File: config.mk
export PLATFORM = sky130hd
export DESIGN_NAME = instr_fetch_unit
export DESIGN_NICKNAME = d
export VERILOG_FILES = /design/src/rtl/instr_fetch_unit.sv
export SDC_FILE = /design/constraint.sdc
export NUM_CORES = 1
export LEC_CHECK = 0
export BUFFER_PORTS_ARGS = -buffer_cell sky130_fd_sc_hd__buf_4
export CELL_PAD_IN_SITES_DETAIL_PLACEMENT = 1
export CELL_PAD_IN_SITES_GLOBAL_PLACEMENT = 1
export CORE_ASPECT_RATIO = 1.1
export CORE_UTILIZATION = 52
export CTS_BUF_LIST = sky130_fd_sc_hd__clkbuf_16
export DETAILED_ROUTE_END_ITERATION = 6
export GPL_TIMING_DRIVEN = 1
export HOLD_SLACK_MARGIN = 0.12
export PLACE_DENSITY_LB_ADDON = 0.1
export SLEW_MARGIN = 20
export SYNTH_ARGS = -nofsm -noshare
export SYNTH_HDL_FRONTEND = slang
export SYNTH_SLANG_ARGS = --single-unit
File: constraint.sdc
create_clock -name clk -period 9.7 [get_ports clk]
set_input_delay 1.94 -clock clk [delete_from_list [all_inputs] [get_ports clk]]
set_output_delay 1.94 -clock clk [all_outputs]
set_load 0.005 [all_outputs]
File: src/rtl/instr_fetch_unit.sv
// Decoupled instruction fetch stage: credit-limited sequential fetch, in-order prefetch FIFO,
// redirect flush with in-flight response discard. Optional stall counter under FETCH_PERF_EN.
module instr_fetch_unit #(
  parameter int unsigned DEPTH    = 4,
  parameter logic [31:0] RESET_PC = 32'h0000_0000
) (
  input  logic        clk,
  input  logic        reset,
  output logic        imem_req_valid,
  input  logic        imem_req_ready,
  output logic [31:0] imem_req_addr,
  input  logic        imem_resp_valid,
  input  logic [31:0] imem_resp_data,
  input  logic        redirect_valid,
  input  logic [31:0] redirect_pc,
  output logic        inst_valid,
  input  logic        inst_ready,
  output logic [31:0] inst_out,
  output logic [31:0] inst_pc
`ifdef FETCH_PERF_EN
  ,
  output logic [31:0] fetch_stall_cycles
`endif
);

  localparam int unsigned PtrW = (DEPTH > 1) ? $clog2(DEPTH) : 1;
  localparam int unsigned CntW = $clog2(DEPTH + 1);
  localparam logic [CntW:0]   CreditMax = (CntW + 1)'(DEPTH);
  localparam logic [CntW-1:0] CntMax    = CntW'(DEPTH);

  logic [31:0]     fetch_pc_q, fetch_pc_d;
  logic [31:0]     resp_pc_q, resp_pc_d;
  logic [CntW-1:0] inflight_q, inflight_d;
  logic [CntW-1:0] discard_q, discard_d;
  logic [CntW-1:0] count_q, count_d;
  logic [PtrW-1:0] rd_ptr_q, rd_ptr_d;
  logic [PtrW-1:0] wr_ptr_q, wr_ptr_d;

  logic [31:0] pc_mem   [DEPTH];
  logic [31:0] data_mem [DEPTH];

  logic            req_fire;
  logic            push;
  logic            pop;
  logic [CntW:0]   credit_used;
  logic [31:0]     redirect_base;
  logic            unused_redirect_lsb;

  assign redirect_base       = {redirect_pc[31:2], 2'b00};
  assign unused_redirect_lsb = ^redirect_pc[1:0];

  // Credits cover both buffered and in-flight words, so a response always has a free slot.
  assign credit_used    = {1'b0, inflight_q} + {1'b0, count_q};
  assign imem_req_valid = !reset && !redirect_valid && (credit_used < CreditMax);
  assign imem_req_addr  = fetch_pc_q;
  assign req_fire       = imem_req_valid && imem_req_ready;

  assign inst_valid = (count_q != '0);
  assign pop        = inst_valid && inst_ready;
  assign push       = imem_resp_valid && !redirect_valid && (discard_q == '0);

  // Storage is not reset; gating keeps the outputs at zero while the FIFO is empty.
  assign inst_out = inst_valid ? data_mem[rd_ptr_q] : '0;
  assign inst_pc  = inst_valid ? pc_mem[rd_ptr_q]   : '0;

  always_comb begin
    fetch_pc_d = fetch_pc_q;
    resp_pc_d  = resp_pc_q;
    discard_d  = discard_q;
    count_d    = count_q;
    rd_ptr_d   = rd_ptr_q;
    wr_ptr_d   = wr_ptr_q;
    inflight_d = inflight_q + CntW'(req_fire) - CntW'(imem_resp_valid);

    if (req_fire) begin
      fetch_pc_d = fetch_pc_q + 32'd4;
    end

    if (redirect_valid) begin
      fetch_pc_d = redirect_base;
      resp_pc_d  = redirect_base;
      // Everything still owed by memory belongs to the old stream.
      discard_d  = inflight_q - CntW'(imem_resp_valid);
      count_d    = '0;
      rd_ptr_d   = '0;
      wr_ptr_d   = '0;
    end else begin
      if (imem_resp_valid && (discard_q != '0)) begin
        discard_d = discard_q - CntW'(1);
      end
      if (push) begin
        resp_pc_d = resp_pc_q + 32'd4;
        wr_ptr_d  = wr_ptr_q + PtrW'(1);
      end
      if (pop) begin
        rd_ptr_d = rd_ptr_q + PtrW'(1);
      end
      count_d = count_q + CntW'(push) - CntW'(pop);
    end
  end

  always_ff @(posedge clk) begin
    if (reset) begin
      fetch_pc_q <= RESET_PC;
      resp_pc_q  <= RESET_PC;
      inflight_q <= '0;
      discard_q  <= '0;
      count_q    <= '0;
      rd_ptr_q   <= '0;
      wr_ptr_q   <= '0;
    end else begin
      fetch_pc_q <= fetch_pc_d;
      resp_pc_q  <= resp_pc_d;
      inflight_q <= inflight_d;
      discard_q  <= discard_d;
      count_q    <= count_d;
      rd_ptr_q   <= rd_ptr_d;
      wr_ptr_q   <= wr_ptr_d;
    end
  end

  always_ff @(posedge clk) begin
    if (push) begin
      pc_mem[wr_ptr_q]   <= resp_pc_q;
      data_mem[wr_ptr_q] <= imem_resp_data;
    end
  end

`ifdef FETCH_PERF_EN
  logic [31:0] stall_cnt_q;

  always_ff @(posedge clk) begin
    if (reset) begin
      stall_cnt_q <= '0;
    end else if (inst_ready && !inst_valid && (stall_cnt_q != 32'hFFFF_FFFF)) begin
      stall_cnt_q <= stall_cnt_q + 32'd1;
    end
  end

  assign fetch_stall_cycles = stall_cnt_q;
`endif

  count_in_range: assert property (@(posedge clk) disable iff (reset) count_q <= CntMax);
  credit_in_range: assert property (@(posedge clk) disable iff (reset) credit_used <= CreditMax);
  discard_le_inflight: assert property (@(posedge clk) disable iff (reset)
    discard_q <= inflight_q);
  resp_has_request: assert property (@(posedge clk) disable iff (reset)
    imem_resp_valid |-> (inflight_q != '0));

endmodule
==> results of run 1 <==
## through the flow
stage | std cells | area (um2) | hold slack (ns) | total power (uW)
finish | 1433 | 16000 | 0.506 | 2980
global route | 1433 | 16000 | 0.533 | 3090
CTS | 1433 | 16000 | 0.509 | 3010
detailed placement | 1375 | 15100 | 0.500 | 1910
global placement | 1375 | 15100 | 0.488 | 1900
floorplan | 906 | 13600 | 0.466 | 1770
## kinds of logic (layout without fill, tap and decap cells)
logic type                 after synthesis  in the layout  share of synthesized area
muxes                                   63             63                      0.104
and+or+nand+nor                        264            264                      0.112
xor gates and xnor gates                56             56                     0.0361
buffers and inverters                   79            260                     0.0243
adders and majority gates               18             18                     0.0177
DFF                                    323            323                      0.658
AOI/OAI and AO/OA                       99             99                     0.0480
other                                    1              4                   0.000276
## cell type report
cell class	count	area (um2)	share of cell area
Clock buffer	31	776	0.0484
Clock inverter	27	145	0.00905
Inverter	33	124	0.00773
Multi-Input combinational cell	504	4330	0.270
Sequential cell	323	8950	0.558
Tap cell	346	433	0.0270
Timing Repair Buffer	169	1270	0.0791
## where the power goes
group	internal (uW)	total, uW	leakage (uW)	switching [uW]
clock network	603	1100	0.000484	495
logic	142	289	0.00223	147
registers	1540	1590	0.00288	49.0
## registers in the layout, indices dropped and copies added, names as in the netlist, named ones only
register and count:
data_mem 128, pc_mem 120, imem_req_addr 30, resp_pc_q 30, count_q 3, discard_q 3, inflight_q 3, rd_ptr_q 2
wr_ptr_q 2
## metal layers
layer,GRT usage,routed length (um),vias up
met5,0,0,-
met4,0.0584,573,0
met3,0.0307,1380,41
met2,0.418,16100,225
met1,0.310,13200,4090
li1,-,-,3752
## cell usage in the layout (no fill, tap or decap), drive strengths merged, types with 28 or more instances in the layout
cell,count
mux4,62
nand2,42
xnor2,28
nor2,35
dfxtp,75
xor2,28
clkbuf,31
buf,169
inv,43
and2,73
edfxtp,248
## critical path, stage by stage
cell    delay (ns)
buf_4         0.30
or2_2         0.49
nor3_1        0.24
buf_4         0.15
## worst max-delay path by stage
stage                               from              to  slack [ns]  cells past startpoint
after floorplan           redirect_valid  imem_req_valid        5.09                      3
after global placement             reset  imem_req_valid        4.59                      4
after detailed placement           reset   inflight_q[2]        4.61                     12
after CTS                          reset  imem_req_valid        4.63                      4
after global routing               reset  imem_req_valid        4.55                      4
final                              reset  imem_req_valid        4.64                      4
==> summary.md, run 1 <==
| Metric | Value |
|---|---|
| Worst-path maximum fanout | `56` |
| # clock sinks | `323` |
| Worst hold path depth | `2` |
| R2r startpoint | `inflight_q[2]` |
| FILL cells | `2480` |
| DRT Pass-1 Iters | `5` |
| WP data required | `7.76 ns` |
| CTS Hold Bufs | `0` |
| Final setup viols | `0` |
| WL final | `31.2 mm` |
| CP endpoint kind | `output pin` |
| Max Slew Vio Count | `0` |
| Asr flop ratio synth | `0` |
| Fin crit share | `0.522` |
| Critical path arrival | `3.12 ns` |
| Grt ovf | `0` |
| Setup CP Type | `input pin to output pin` |
| Ys Warns | `0` |
| Starting Density | `0.533` |
| CTS tree | `built` |
| Relative slew margins | `0.376` |
| Hold_sp | `wr_ptr_q[1]` |
| Area leader, netlist | `edfxtp_1` |
| Post-Synthesis Cells | `approximately 900` |
| Top cell type's share of synthesized area | `0.548` |
| Die area | `approximately 27000 um2` |
| Slew @ Worst Pin | `between 0.9 and 1 ns` |
| Register area share after synthesis | `0.658` |
| Minimum setup slack among reg-to-reg paths | `6.24 ns` |
| Chip Width | `roughly 160 um` |
| Outcome | `completed` |
| DPL Wire Length | `around 20 mm` |
| Post-CTS Repair Setup Buffers | `0` |
| Area contributors post-synth | `edfxtp_1, dfxtp_1, mux4_2, and2_1, xnor2_1` |
| Clock Path Buffers | `3` |
| Top-count cell post-synth | `edfxtp_1` |
| Reg2reg path depth | `12` |
| Synth Flop Type | `edfxtp_1` |
| DRT iter0 DRCs | `approximately 410` |
| Tmin final | `about 5.1 ns` |
| Cell Pwr Density | `between 150 and 200 nW/um2` |
| Post-synth EDFFs | `~250` |
| Root buf cell | `clkbuf_16` |
| Clk pin slew, worst setup/hold paths | `approximately 0.060 ns` |
| PnR worst setup slack | `around 4.6 ns` |
| Seq cells post-synth | `roughly 320` |
| Antenna violations before repair | `0` |
| Vias in the first global route | `about 8600` |
| PortBufs | `between 150 and 200` |
| RSZ-0062 raised after global routing | `false` |
| Pre-CTS setup slack | `around 4.6 ns` |
| Hold Path Class | `register to register` |
| Final nets | `~1200` |
| Total GRT Usage | `0.236` |
| Largest net degree at the start of global routing | `65` |
| # DRC | `0` |
| FP Rows | `about 60` |
| Fin Setup TNS | `0 ns` |
| Die height | `172 um` |
| Inserted Diodes | `0` |
| Area delta synth->final | `17.9%` |
| Cell area after synthesis | `approximately 14000 um2` |
| Final hold violations | `0` |
| DR WL/cell | `approximately 22 um` |
| Vias per Instance | `around 5.7` |
| Worst flop-to-flop path endpoint | `inflight_q[2]` |
| FMAX | `~0.2 GHz` |
| Fin util | `0.629` |
| Number of I/O pins | `around 170` |
| Antenna-violating nets left | `0` |
| Synth unique cells | `60` |
| Setup Skew | `~0.0094 ns` |
| Num CTS Buffers | `31` |
| Most frequent cells after synthesis | `edfxtp_1, dfxtp_1, and2_1` |
| Vias | `8108` |
| H-tree depth | `1` |
| Share of cells above drive strength 1 | `0.268` |
| GP Congestion | `just over 0.8` |
| Max_cap viols | `0` |
| Mean post-synth cell area | `15.1 um2` |
| CP Launch Type | `input pin` |
| Worst vdd ir | `130 uV` |
| P_leak | `about 0.0056 uW` |
| Core Footprint | `between 20000 and 30000 um2` |
| Post-CTS Resized | `0` |
| Hold Path End | `wr_ptr_q[1]` |
| Later-pin clock latency in the skew report | `0.56 ns` |
| Global-route wire length before repair | `48.3 mm` |
No activity file was read; power rests on OpenSTA's default activity.
==> run 2: changes to the inputs <==
--- a/config.mk
+++ b/config.mk
@@ -9,7 +9,7 @@
 export CELL_PAD_IN_SITES_DETAIL_PLACEMENT = 1
 export CELL_PAD_IN_SITES_GLOBAL_PLACEMENT = 1
 export CORE_ASPECT_RATIO = 1.1
-export CORE_UTILIZATION = 52
+export CORE_UTILIZATION = 44
 export CTS_BUF_LIST = sky130_fd_sc_hd__clkbuf_16
 export DETAILED_ROUTE_END_ITERATION = 6
 export GPL_TIMING_DRIVEN = 1
==> constraint.sdc (replaced) <==
create_clock -name clk -period 4.4 [get_ports clk]
set_input_delay 0.88 -clock clk [delete_from_list [all_inputs] [get_ports clk]]
set_output_delay 0.88 -clock clk [all_outputs]
set_load 0.005 [all_outputs]
==> run 2 against run 1 <==
  * Clock power grew 150%
  * Setup slack worse by 3.6 ns
  * Critical path depth is the same
  * Cell count grew 5.5%
  * Global-route usage decreased by 3.9 points
  * Clock skew up 0.0039 ns
  * First-iteration DRC count grew 13%
  * Clock-buffer cell count is 4 higher
  * Sequential power rose by 120%
  * Total power grew 130%
  * Critical path type is now register to output pin
  * Largest cell class unchanged
  * Highest routed layer unchanged
==> summary.md, run 2 (same netlist as run 1, synthesis figures left out) <==
| Metric | Value |
|---|---|
| Outcome | `completed` |
| # DRC | `0` |
| CP endpoint kind | `output pin` |
| Area delta synth->final | `20.6%` |
| Cell Pwr Density | `approximately 420 nW/um2` |
| Clock power frac | `0.398` |
| Tmin final | `around 3.4 ns` |
| Reg2reg path depth | `12` |
| Final setup viols | `0` |
| Commonest non-fill, non-tap cell in the layout | `edfxtp_1` |
| Share of cells above drive strength 1 | `0.281` |
| Final non-filler cell total | `approximately 1500` |
| Core Footprint | `~30000 um2` |
| Total GRT Usage | `0.197` |
| GP Congestion | `0.815` |
| Chip Width | `about 170 um` |
| Root buf cell | `clkbuf_16` |
| R2r startpoint | `inflight_q[2]` |
| Hold Path Class | `register to register` |
| Antenna violations before repair | `1` |
| Internal | `around 5300 uW` |
| Sw Pwr | `1600 uW` |
| # clock sinks | `around 320` |
| Die area | `31600 um2` |
| Inserted Diodes | `0` |
| Vias per Instance | `between 5 and 6` |
| Vias in the first global route | `8524` |
| Max_cap viols | `0` |
| CTS tree | `built` |
| Final nets | `around 1200` |
| Critical path arrival | `between 2 and 2.5 ns` |
| Vias | `8035` |
| Antenna-violating nets left | `0` |
| FMAX | `between 0.2 and 0.3 GHz` |
| WP data required | `about 3.5 ns` |
| Inst Count DP | `about 1500` |
| Grt ovf | `0` |
| Slew @ Worst Pin | `between 0.8 and 0.9 ns` |
| Logic gate share of total power | `0.094` |
| P_leak | `0.00570 uW` |
| Fin crit share | `0.763` |
| Switching Share | `0.232` |
| Relative slew margins | `0.408` |
| Number of I/O pins | `around 170` |
| Hold Path End | `wr_ptr_q[1]` |
| FP Rows | `67` |
| Largest net degree at the start of global routing | `65` |
| Most flops, register | `data_mem` |
| CTS Hold Bufs | `0` |
| PortBufs | `161` |
| CP Launch Type | `register` |
| Worst vdd ir | `roughly 230 uV` |
| Setup Skew | `approximately 0.013 ns` |
| Num CTS Buffers | `34` |
| Max FFs per register | `between 100 and 150` |
| Max incr delay on CP | `0.70 ns` |
| WL final | `30.5 mm` |
| Post-CTS Repair Setup Buffers | `0` |
| Worst hold path depth | `2` |
| DR WL/cell | `just over 20 um` |
| DRT iter0 DRCs | `between 400 and 500` |
| Sequential power share | `0.508` |
| Later-pin clock latency in the skew report | `0.52 ns` |
| Critical-path top delay cell | `dfxtp_4` |
| Post-CTS Resized | `0` |
| Worst-path maximum fanout | `27` |
| CP dominant cell by count | `buf_4` |
| Global-route wire length before repair | `48.0 mm` |
| Final hold violations | `0` |
| H-tree depth | `2` |
| Minimum setup slack among reg-to-reg paths | `between 1 and 1.5 ns` |
| Setup CP Type | `register to output pin` |
| Most frequent cells in the layout | `edfxtp_1, buf_4, and2_1, dfxtp_1, mux4_2` |
| Worst flop-to-flop path endpoint | `inflight_q[2]` |
| Starting Density | `0.447` |
| Fin Setup TNS | `0 ns` |
| Hold_sp | `wr_ptr_q[1]` |
| DPL Wire Length | `19.7 mm` |
| Crit-path cells | `buf_4 -> mux4_2 -> and2_1 -> buf_4` |
| RSZ-0062 raised after global routing | `false` |
| DRT Pass-1 Iters | `4` |
| Clk pin slew, worst setup/hold paths | `~0.070 ns` |
| Max Slew Vio Count | `0` |
| Clock Path Buffers | `3` |
| Biggest registers after layout | `data_mem: 128 flops, pc_mem: 120 flops` |
| Die height | `around 190 um` |
run 2: layout make-up:
type / instances / area [um2]
clock buffer: 35 / 876
clock inverter: 27 / 203
tap: 414 / 518
inverter: 33 / 124
sequential: 323 / 8950
fill: 2984 / 14000
multi-input combinational: 504 / 4330
timing repair buffer: 176 / 1380
run 2: through the flow:
step / util / instance area, um2 / total power, uW / setup slack (ns) / hold slack (ns)
2_1_floorplan: - / 13600 / 3900 / 1.02 / 0.466
3_3_place_gp: 0.503 / 15300 / 4210 / 0.957 / 0.487
3_5_place_dp: 0.503 / 15300 / 4230 / 0.912 / 0.508
4_1_cts: 0.539 / 16400 / 6980 / 0.934 / 0.517
5_1_grt: 0.539 / 16400 / 7160 / 0.858 / 0.544
6_report: 0.539 / 16400 / 6890 / 1.04 / 0.516
run 2: metal layers:
layer / vias up / track usage / routed length [um]
li1: 3781 / - / -
met1: 4020 / 0.267 / 13700
met2: 185 / 0.327 / 14900
met3: 49 / 0.0291 / 1160
met4: 0 / 0.0627 / 741
met5: - / 0 / 0
run 2: power by group through the flow:
stage	sequential (uW)	clock (uW)	combinational [uW]
global route	3520	2930	717
floorplan	3540	0	369
CTS	3500	2820	661
finish	3500	2740	648
global placement	3560	0	647
detailed placement	3570	0	660
run 2: worst max path at each step:
stage / endpoint / cells past startpoint / slack [ns] / from
6_report: inst_pc[18] / 4 / 1.04 / register
5_1_grt: inst_pc[15] / 4 / 0.86 / register
4_1_cts: inst_pc[13] / 4 / 0.93 / register
3_5_place_dp: inflight_q[2] / 12 / 0.91 / redirect_valid
3_3_place_gp: inflight_q[2] / 12 / 0.96 / redirect_valid
2_1_floorplan: data_mem[0][0] / 3 / 1.02 / imem_resp_valid
run 2: critical path, delay by kind of cell, from the launching register on:
family        cells  cell delay, ns
buf+inv           2            0.51
flops             1            0.70
mux               1            0.53
simple gates      1            0.18
